<file path="src/rtl/hazard_pkg.sv">
// Shared constants for the scoreboarded hazard unit.
//   FWD_*        : ForwardAE/ForwardBE select encodings
//   *_DEF        : default register-file geometry
package hazard_pkg;

  localparam int unsigned REG_AW_DEF   = 5;
  localparam int unsigned NUM_REGS_DEF = 32;

  localparam logic [1:0] FWD_RF = 2'd0;  // operand from register file
  localparam logic [1:0] FWD_W  = 2'd1;  // operand from W-stage result
  localparam logic [1:0] FWD_M  = 2'd2;  // operand from M-stage result

endpackage

</file>
<file path="src/rtl/sat_counter.sv">
// Saturating up-counter with synchronous clear.
//   clk, rst_n : clock, asynchronous active-low reset
//   clr        : synchronous clear, wins over inc
//   inc        : count enable, holds at all-ones
//   q          : counter value
module sat_counter #(
  parameter int unsigned W = 32
) (
  input  logic         clk,
  input  logic         rst_n,
  input  logic         clr,
  input  logic         inc,
  output logic [W-1:0] q
);

  logic [W-1:0] r_q;

  always_ff @(posedge clk or negedge rst_n) begin
    if (!rst_n) begin
      r_q <= '0;
    end else if (clr) begin
      r_q <= '0;
    end else if (inc && (r_q != '1)) begin
      r_q <= r_q + W'(1);
    end
  end

  assign q = r_q;

endmodule

</file>
<file path="src/rtl/hazard_unit_sb.sv">
// Hazard unit for the 5-stage pipeline with a divider scoreboard.
//   Inputs : D/E/M/W register addresses and controls, PCSrcE, dmem_wait,
//            divider completion (div_done/div_rd), cnt_clr
//   Outputs: ForwardAE/BE (E-stage bypass selects), Stall{F,D,E,M},
//            Flush{D,E,W}, div_busy, stall_cnt/flush_cnt perf counters
// All stall/flush/forward outputs are combinational from inputs plus the
// pending-register scoreboard and div_busy flop.
module hazard_unit_sb
  import hazard_pkg::*;
#(
  parameter int unsigned REG_AW   = REG_AW_DEF,
  parameter int unsigned NUM_REGS = NUM_REGS_DEF,
  parameter int unsigned CNT_W    = 32
) (
  input  logic              clk,
  input  logic              rst_n,
  input  logic [REG_AW-1:0] Rs1D,
  input  logic [REG_AW-1:0] Rs2D,
  input  logic [REG_AW-1:0] RdD,
  input  logic              Rs1UsedD,
  input  logic              Rs2UsedD,
  input  logic              RegWriteD,
  input  logic              DivD,
  input  logic [REG_AW-1:0] Rs1E,
  input  logic [REG_AW-1:0] Rs2E,
  input  logic [REG_AW-1:0] RdE,
  input  logic              RegWriteE,
  input  logic              ResultSrcE,
  input  logic              DivE,
  input  logic              PCSrcE,
  input  logic [REG_AW-1:0] RdM,
  input  logic              RegWriteM,
  input  logic [REG_AW-1:0] RdW,
  input  logic              RegWriteW,
  input  logic              dmem_wait,
  input  logic              div_done,
  input  logic [REG_AW-1:0] div_rd,
  input  logic              cnt_clr,
  output logic [1:0]        ForwardAE,
  output logic [1:0]        ForwardBE,
  output logic              StallF,
  output logic              StallD,
  output logic              StallE,
  output logic              StallM,
  output logic              FlushD,
  output logic              FlushE,
  output logic              FlushW,
  output logic              div_busy,
  output logic [CNT_W-1:0]  stall_cnt,
  output logic [CNT_W-1:0]  flush_cnt
);

  function automatic logic [1:0] fwd_sel(input logic [REG_AW-1:0] rs,
                                         input logic [REG_AW-1:0] rd_m,
                                         input logic              we_m,
                                         input logic [REG_AW-1:0] rd_w,
                                         input logic              we_w);
    logic [1:0] sel;
    sel = FWD_RF;
    if ((rs != '0) && we_m && (rs == rd_m)) begin
      sel = FWD_M;
    end else if ((rs != '0) && we_w && (rs == rd_w)) begin
      sel = FWD_W;
    end
    return sel;
  endfunction

  logic [NUM_REGS-1:0] r_pending;
  logic [NUM_REGS-1:0] w_pending_d;
  logic                r_div_busy;
  logic                w_div_busy_d;

  logic w_issue;
  logic w_hit_rde;
  logic w_lw_stall;
  logic w_sb_raw;
  logic w_sb_waw;
  logic w_sb_struct;
  logic w_hz_stall;
  logic w_flush_any;

  // Forwarding
  always_comb begin
    ForwardAE = fwd_sel(Rs1E, RdM, RegWriteM, RdW, RegWriteW);
    ForwardBE = fwd_sel(Rs2E, RdM, RegWriteM, RdW, RegWriteW);
  end

  // Hazard detection; pending[0] is always 0 so x0 sources never match.
  always_comb begin
    w_hit_rde   = (RdE != '0) &&
                  ((Rs1UsedD && (Rs1D == RdE)) || (Rs2UsedD && (Rs2D == RdE)));
    w_lw_stall  = (ResultSrcE || DivE) && RegWriteE && w_hit_rde;
    w_sb_raw    = (Rs1UsedD && r_pending[Rs1D]) || (Rs2UsedD && r_pending[Rs2D]);
    w_sb_waw    = RegWriteD && r_pending[RdD];
    w_sb_struct = DivD && (r_div_busy || DivE);
    w_hz_stall  = w_lw_stall || w_sb_raw || w_sb_waw || w_sb_struct;
  end

  // Priority: memory wait freezes everything, then redirect, then hazard.
  always_comb begin
    StallF = 1'b0;
    StallD = 1'b0;
    StallE = 1'b0;
    StallM = 1'b0;
    FlushD = 1'b0;
    FlushE = 1'b0;
    FlushW = 1'b0;
    if (dmem_wait) begin
      StallF = 1'b1;
      StallD = 1'b1;
      StallE = 1'b1;
      StallM = 1'b1;
      FlushW = 1'b1;
    end else if (PCSrcE) begin
      // The stalled D instruction is on the wrong path, so redirect wins.
      FlushD = 1'b1;
      FlushE = 1'b1;
    end else if (w_hz_stall) begin
      StallF = 1'b1;
      StallD = 1'b1;
      FlushE = 1'b1;
    end
  end

  // Scoreboard next state; issue sets after done clears so a same-cycle
  // done+issue leaves the divider busy.
  assign w_issue = DivE && !dmem_wait;

  always_comb begin
    w_pending_d = r_pending;
    if (div_done) begin
      w_pending_d[div_rd] = 1'b0;
    end
    if (w_issue && (RdE != '0)) begin
      w_pending_d[RdE] = 1'b1;
    end
    w_pending_d[0] = 1'b0;
  end

  always_comb begin
    w_div_busy_d = r_div_busy;
    if (w_issue) begin
      w_div_busy_d = 1'b1;
    end else if (div_done) begin
      w_div_busy_d = 1'b0;
    end
  end

  always_ff @(posedge clk or negedge rst_n) begin
    if (!rst_n) begin
      r_pending  <= '0;
      r_div_busy <= 1'b0;
    end else begin
      r_pending  <= w_pending_d;
      r_div_busy <= w_div_busy_d;
    end
  end

  assign div_busy    = r_div_busy;
  assign w_flush_any = FlushD || FlushE;

  sat_counter #(
    .W(CNT_W)
  ) u_stall_cnt (
    .clk  (clk),
    .rst_n(rst_n),
    .clr  (cnt_clr),
    .inc  (StallF),
    .q    (stall_cnt)
  );

  sat_counter #(
    .W(CNT_W)
  ) u_flush_cnt (
    .clk  (clk),
    .rst_n(rst_n),
    .clr  (cnt_clr),
    .inc  (w_flush_any),
    .q    (flush_cnt)
  );

endmodule

</file>
<file path="config.mk">
export PLATFORM = sky130hd
export DESIGN_NAME = hazard_unit_sb
export DESIGN_NICKNAME = d
export VERILOG_FILES = /design/src/rtl/hazard_pkg.sv /design/src/rtl/sat_counter.sv /design/src/rtl/hazard_unit_sb.sv
export SDC_FILE = /design/constraint.sdc
export NUM_CORES = 1
export LEC_CHECK = 0
export ABC_AREA = 1
export BUFFER_PORTS_ARGS = -buffer_cell sky130_fd_sc_hd__buf_2
export CAP_MARGIN = 5
export CORE_MARGIN = 8
export CORE_UTILIZATION = 59
export CTS_BUF_LIST = sky130_fd_sc_hd__clkbuf_8
export CTS_CLUSTER_DIAMETER = 200
export DETAILED_ROUTE_END_ITERATION = 12
export PLACE_DENSITY = 0.8
export SYNTH_ARGS = -nofsm -noshare
export SYNTH_HDL_FRONTEND = slang
export SYNTH_SLANG_ARGS = --single-unit
</file>
<file path="constraint.sdc">
create_clock -name clk -period 2.6 [get_ports clk]
set_input_delay 0.65 -clock clk [delete_from_list [all_inputs] [get_ports clk]]
set_output_delay 0.65 -clock clk [all_outputs]
set_load 0.05 [all_outputs]
</file>
# Word-level counts from Yosys, hierarchy flattened
# Cells that the tools add are included.
totals:
  reg_bits: 96
  latch_bits: 0
  ramBits: 0
  romBits: 0
  out_inout_bits: 76
  word_cells: 92
  n_memories: 0
op_classes:
  addsub: 2
  multipliers: 0
  n_div: 0
  n_lt_le_gt_ge: 7
  n_eq_ne: 8
  shift: 0
  mux: 30
  bitwise: 3
  reduce_logical: 38
ops:
  columns: ["cell", "count"]
  rows:
  - ["32-bit two-way mux", 6]
  - ["32-bit by 1-bit adder with 32-bit output (second input constant)", 2]
  - ["32-bit inequality test (second input constant)", 2]
  - ["32-bit bitwise AND", 1]
  - ["32-bit inverter", 1]
  - ["32-bit OR", 1]
  - ["5-bit equality test", 6]
  - ["5-bit by 6-bit less-than comparator with 1-bit output (second input constant)", 5]
  - ["1-bit logical AND", 23]
  - ["1-bit two-way mux", 17]
  - ["1-bit binary-select mux with 5-bit select", 3]
  - ["5-bit nonzero test", 3]
  - ["1-bit demux with 5-bit select", 2]
  - ["5-bit by 1-bit greater-or-equal comparator with 1-bit output (second input constant)", 2]
  - ["1-bit logical OR", 8]
  - ["2-bit nonzero test", 3]
  - ["2-bit two-way mux", 2]
  - ["1-bit zero test", 1]

# Depth between registers and ports, before layout
logic_depth:
  word_depth: 15
  ltp_mapped: 17
  ltp_nobuf: 15

# Modules after synthesis
# From an unflattened synthesis, not the netlist that was laid out.
unflattened:
  hier_cells: 1161
  area_unflattened_um2: 7478.4
by_module_without_submodules:
  columns: ["module", "n_inst", "cells_per_inst", "area_per_inst_um2", "seq_area_each_um2"]
  rows:
  - ["sat_counter", 2, 345, 2243.4, 800.8]
  - ["hazard_unit_sb", 1, 471, 2991.6, 800.8]

# Worst setup path after synthesis
# No wires, ideal clock.
synth_path:
  kind: "input to output"
  startpoint: "input port Rs2E[3]"
  endpoint: "output port ForwardBE[0]"
  t_arrival_ns: 4.466
  t_required_ns: 1.950
  slack_ns: -2.516
  path_stages: 5
  n_path_buf: 0
  path_cell_list: "xor2_1 -> nor2_1 -> o2111ai_1 -> a2111oi_0 -> nor4_1"
synth_via:
  elab_chain_len: 5
  elab_cells_between_ends: 9
  classes_between: "eq/ne: 2; mux: 2; reduce/logical: 5"
synth_rtl:
  columns: ["element", "line", "rtl"]
  rows:
  - ["start, declared", "hazard_unit_sb.sv:25", "input logic [REG_AW-1:0] Rs2E,"]
  - ["5-bit nonzero test", "hazard_unit_sb.sv:60, hazard_unit_sb.sv:62", null]
  - ["1-bit logical AND (2 in a row)", "hazard_unit_sb.sv:62", "end else if ((rs != '0) && we_w && (rs == rd_w)) begin"]
  - ["1-bit two-way mux", "hazard_unit_sb.sv:62", null]
  - ["2-bit two-way mux *", "hazard_unit_sb.sv:60", "if ((rs != '0) && we_m && (rs == rd_m)) begin"]
  - ["end, declared", "hazard_unit_sb.sv:40", "output logic [1:0] ForwardBE,"]
# Mark *: on every way between the ends. The rest lies on a longest branch, timed or not.

# Worst setup path in the final report
layout_path:
  startpoint: "input port Rs1D[1]"
  endpoint: "output port StallF"
layout_via:
  elab_chain_len: 11
  elab_cells_between_ends: 15
  classes_between: "eq/ne: 1; mux: 5; reduce/logical: 9"
layout_rtl:
  columns: ["element", "line", "rtl"]
  rows:
  - ["start, declared", "hazard_unit_sb.sv:17", "input logic [REG_AW-1:0] Rs1D,"]
  - ["parallel branches: the longest is 5 deep, another holds 1-bit binary-select mux with 5-bit select", null, null]
  - ["1-bit logical OR * (3 in a row)", "hazard_unit_sb.sv:96", "w_hz_stall = w_lw_stall || w_sb_raw || w_sb_waw || w_sb_struct;"]
  - ["1-bit two-way mux *", "hazard_unit_sb.sv:118", "end else if (w_hz_stall) begin"]
  - ["1-bit two-way mux *", "hazard_unit_sb.sv:114", "end else if (PCSrcE) begin"]
  - ["1-bit two-way mux *", "hazard_unit_sb.sv:108", "if (dmem_wait) begin"]
  - ["end, declared", "hazard_unit_sb.sv:41", "output logic StallF,"]
# Every way passes the cells marked *. The select of a mux whose other input is x is not followed.

==> metrics.txt <==
synthesized area per cell=6.58 um^2; vias per cell=5.83; worst hold margin=0.196 ns; RSZ-0062 raised after global routing=true; largest net degree at the start of global routing=65; Net Sw Power=1.35 mW; vias in the first global route=7849; Setup crit end kind=output pin; Required @ worst endpoint=1.95 ns; Slew HR=0.563; largest cells by area after synthesis=dfrtp_1, nand2_1, nand3_1, nor2_1, inv_1; total CTS buffers=9; Bufs on Longest Clock Path=2; Max Transition Viols Final=0; clock network power share=0.277; row count=41; gr ovfl total=0; Slew @ Worst Pin=0.649 ns; WS Path Type=primary input to output pin; status=complete, but fails checks; Yosys top cell area share=0.325; initial antenna violation count=0; Mapped Area=7380 um^2; share of power burned in registers=0.450; Placer Congestion=1.00; register clock-pin slew on the reported worst setup and hold paths=0.10 ns; clk root buf=clkbuf_8; Seq/Total Area, Yosys=0.325; Layout area overhead=20.1%; startpoint types=primary input; Post-DP Area=8380 um^2; Die ar.=16400 um^2; n_diodes=0; Core ar.=12400 um^2; R2R Path Start=u_stall_cnt.q[0]$_DFFE_PN0P_; post-DP HPWL=18800 um; Final setup viols=3; H-Tree Depth=3; layout cell share with drive strength beyond 1=0.207; Gate power share=0.273; CTS tree=done; drt pass-1 iters=5; Pint=2.40 mW; skew final=0.0138 ns; ys flop type=dfrtp_1; failing checks=setup timing; fin crit period=2.68 ns; routed vias=8422; synthesized flop and latch total=96; worst IR drop on VDD=0.278 mV; WP data arrival=2.03 ns; final layout net count=1329; Max Cap Violations=0; Detail Route Antenna Nets=0; number of synthesized flops with an enable pin=0; worst setup margin=-0.0776 ns; total nets after synthesis=1185; Switching Share=0.360; worst skew pair latency=0.38 ns; final hold viol count=0; leading area contributor after synthesis=dfrtp_1; Setup crit start=Rs1D[1]; Async SR Flop Fraction=1.00; IO Pins=136; Die Y=128 um; crit-path max FO=7; PD cells=423 nW/um^2; worst hold path type=primary input to asynchronous set/reset pin; all-layer global routing usage=0.300; first-pass GRT wire length=39800 um; TritonCTS Sinks=96; Buffers on Ports=135; Initial Util=0.595; WL final=24800 um; # hold bufs at CTS=0; commonest non-fill, non-tap cell in the layout=nand2_1; drt drc=0; YS warnings=0; Post-Synthesis Cells=1123; WL per Instance=17.2 um; Netlist cell types=38; design area=8870 um^2; Leak=4.29 nW; DIE WIDTH=128 um; Fmax=0.373 GHz; iteration-0 DRC count of the detailed router=801; Tcrit/Tclk final=1.03; most frequent cells in the layout=nand2_1, nand3_1, nor2_1
[kinds of logic after synthesis]
family                     share of synthesized area
and+or+nand+nor                                0.428
buffers and inverters                         0.0969
DFF                                            0.325
AOI/OAI and AO/OA                             0.0668
xor gates and xnor gates                      0.0795
adders and majority gates                    0.00339
[power groups by stage]
stage | Clock (mW) | Sequential (mW) | Combinational, mW
after floorplan | 0 | 1.73 | 0.586
after global placement | 0 | 1.70 | 0.929
after detailed placement | 0 | 1.71 | 0.936
after CTS | 1.05 | 1.68 | 0.976
after global routing | 1.11 | 1.70 | 1.12
final | 1.04 | 1.69 | 1.02
[final timing paths]
check,end,slack [ns],cells after the start
worst min register to register,r_pending[27]$_DFF_PN0_,0.53,2
worst min-delay path,u_stall_cnt.q[13]$_DFFE_PN0P_,0.20,1
min in group clk,r_pending[27]$_DFF_PN0_,0.53,2
max in group asynchronous,u_flush_cnt.q[11]$_DFFE_PN0P_,1.76,2
worst max-delay path,StallF,-0.08,11
worst max register to register,u_stall_cnt.q[2]$_DFFE_PN0P_,0.33,12
[cell usage after synthesis, types with 4 or more instances]
cell type	number
o21ai_0	65
clkbuf_1	13
inv_1	93
buf_4	9
nand2_2	4
nand3_1	177
nand2_1	335
buf_6	16
nor3_1	35
dfrtp_1	96
nor2_1	135
nor4_1	19
xnor2_1	32
xor2_1	35
nand4_1	10
buf_2	7
[repair_timing]
action                                 in CTS  in global routing
resized for setup                          28                 39
setup endpoints to repair                   4                  6
pin swaps                                   6                  9
endpoints found under the hold margin       0                  0
gates cloned                                2                  1
setup buffers                               0                  1
[layer usage]
| layer | vias to the layer above | global-route usage | share of wire |
|---|---|---|---|
| li1 | 3936 | - | - |
| met1 | 3904 | 0.392 | 0.42 |
| met2 | 493 | 0.471 | 0.45 |
| met3 | 89 | 0.0641 | 0.098 |
| met4 | 0 | 0.126 | 0.034 |
| met5 | - | 0 | 0 |
[worst max-delay path, cell delays in order]
cell and delay [ns]:
buf_4 0.11, clkinvlp_4 0.22, nand3_2 0.15, nand3_1 0.09
nand3_1 0.09, nand3_1 0.08, nand3_2 0.09, nand2_2 0.06
nor2_4 0.21, o21ai_4 0.10, buf_6 0.17
[stage by stage]
stage           util  instances  setup TNS, ns  worst slack [ns]  power [mW]
2_1_floorplan      -       1123         -0.264            -0.121        2.32
5_1_grt        0.714       1444         -0.611            -0.214        3.93
4_1_cts        0.705       1442        -0.0849           -0.0320        3.70
3_5_place_dp   0.675       1424          -4.71            -0.202        2.64
3_3_place_gp   0.675       1424          -2.42            -0.178        2.63
6_report       0.714       1444         -0.197           -0.0776        3.75
[layout make-up]
type                       instances  area (um^2)
fill                            1102         3540
clock inverter                     6         66.3
clock buffer                      10          138
tap                              172          215
sequential                        96         2400
timing repair inverter             1         6.26
multi-input combinational        882         4460
timing repair buffer             178         1190
inverter                          99          393
[state kept, by name, indices dropped and copies added (netlist names)]
register       count
u_stall_cnt.q     32
u_flush_cnt.q     32
div_busy           1
r_pending         31
(Power assumes the default switching activity.)
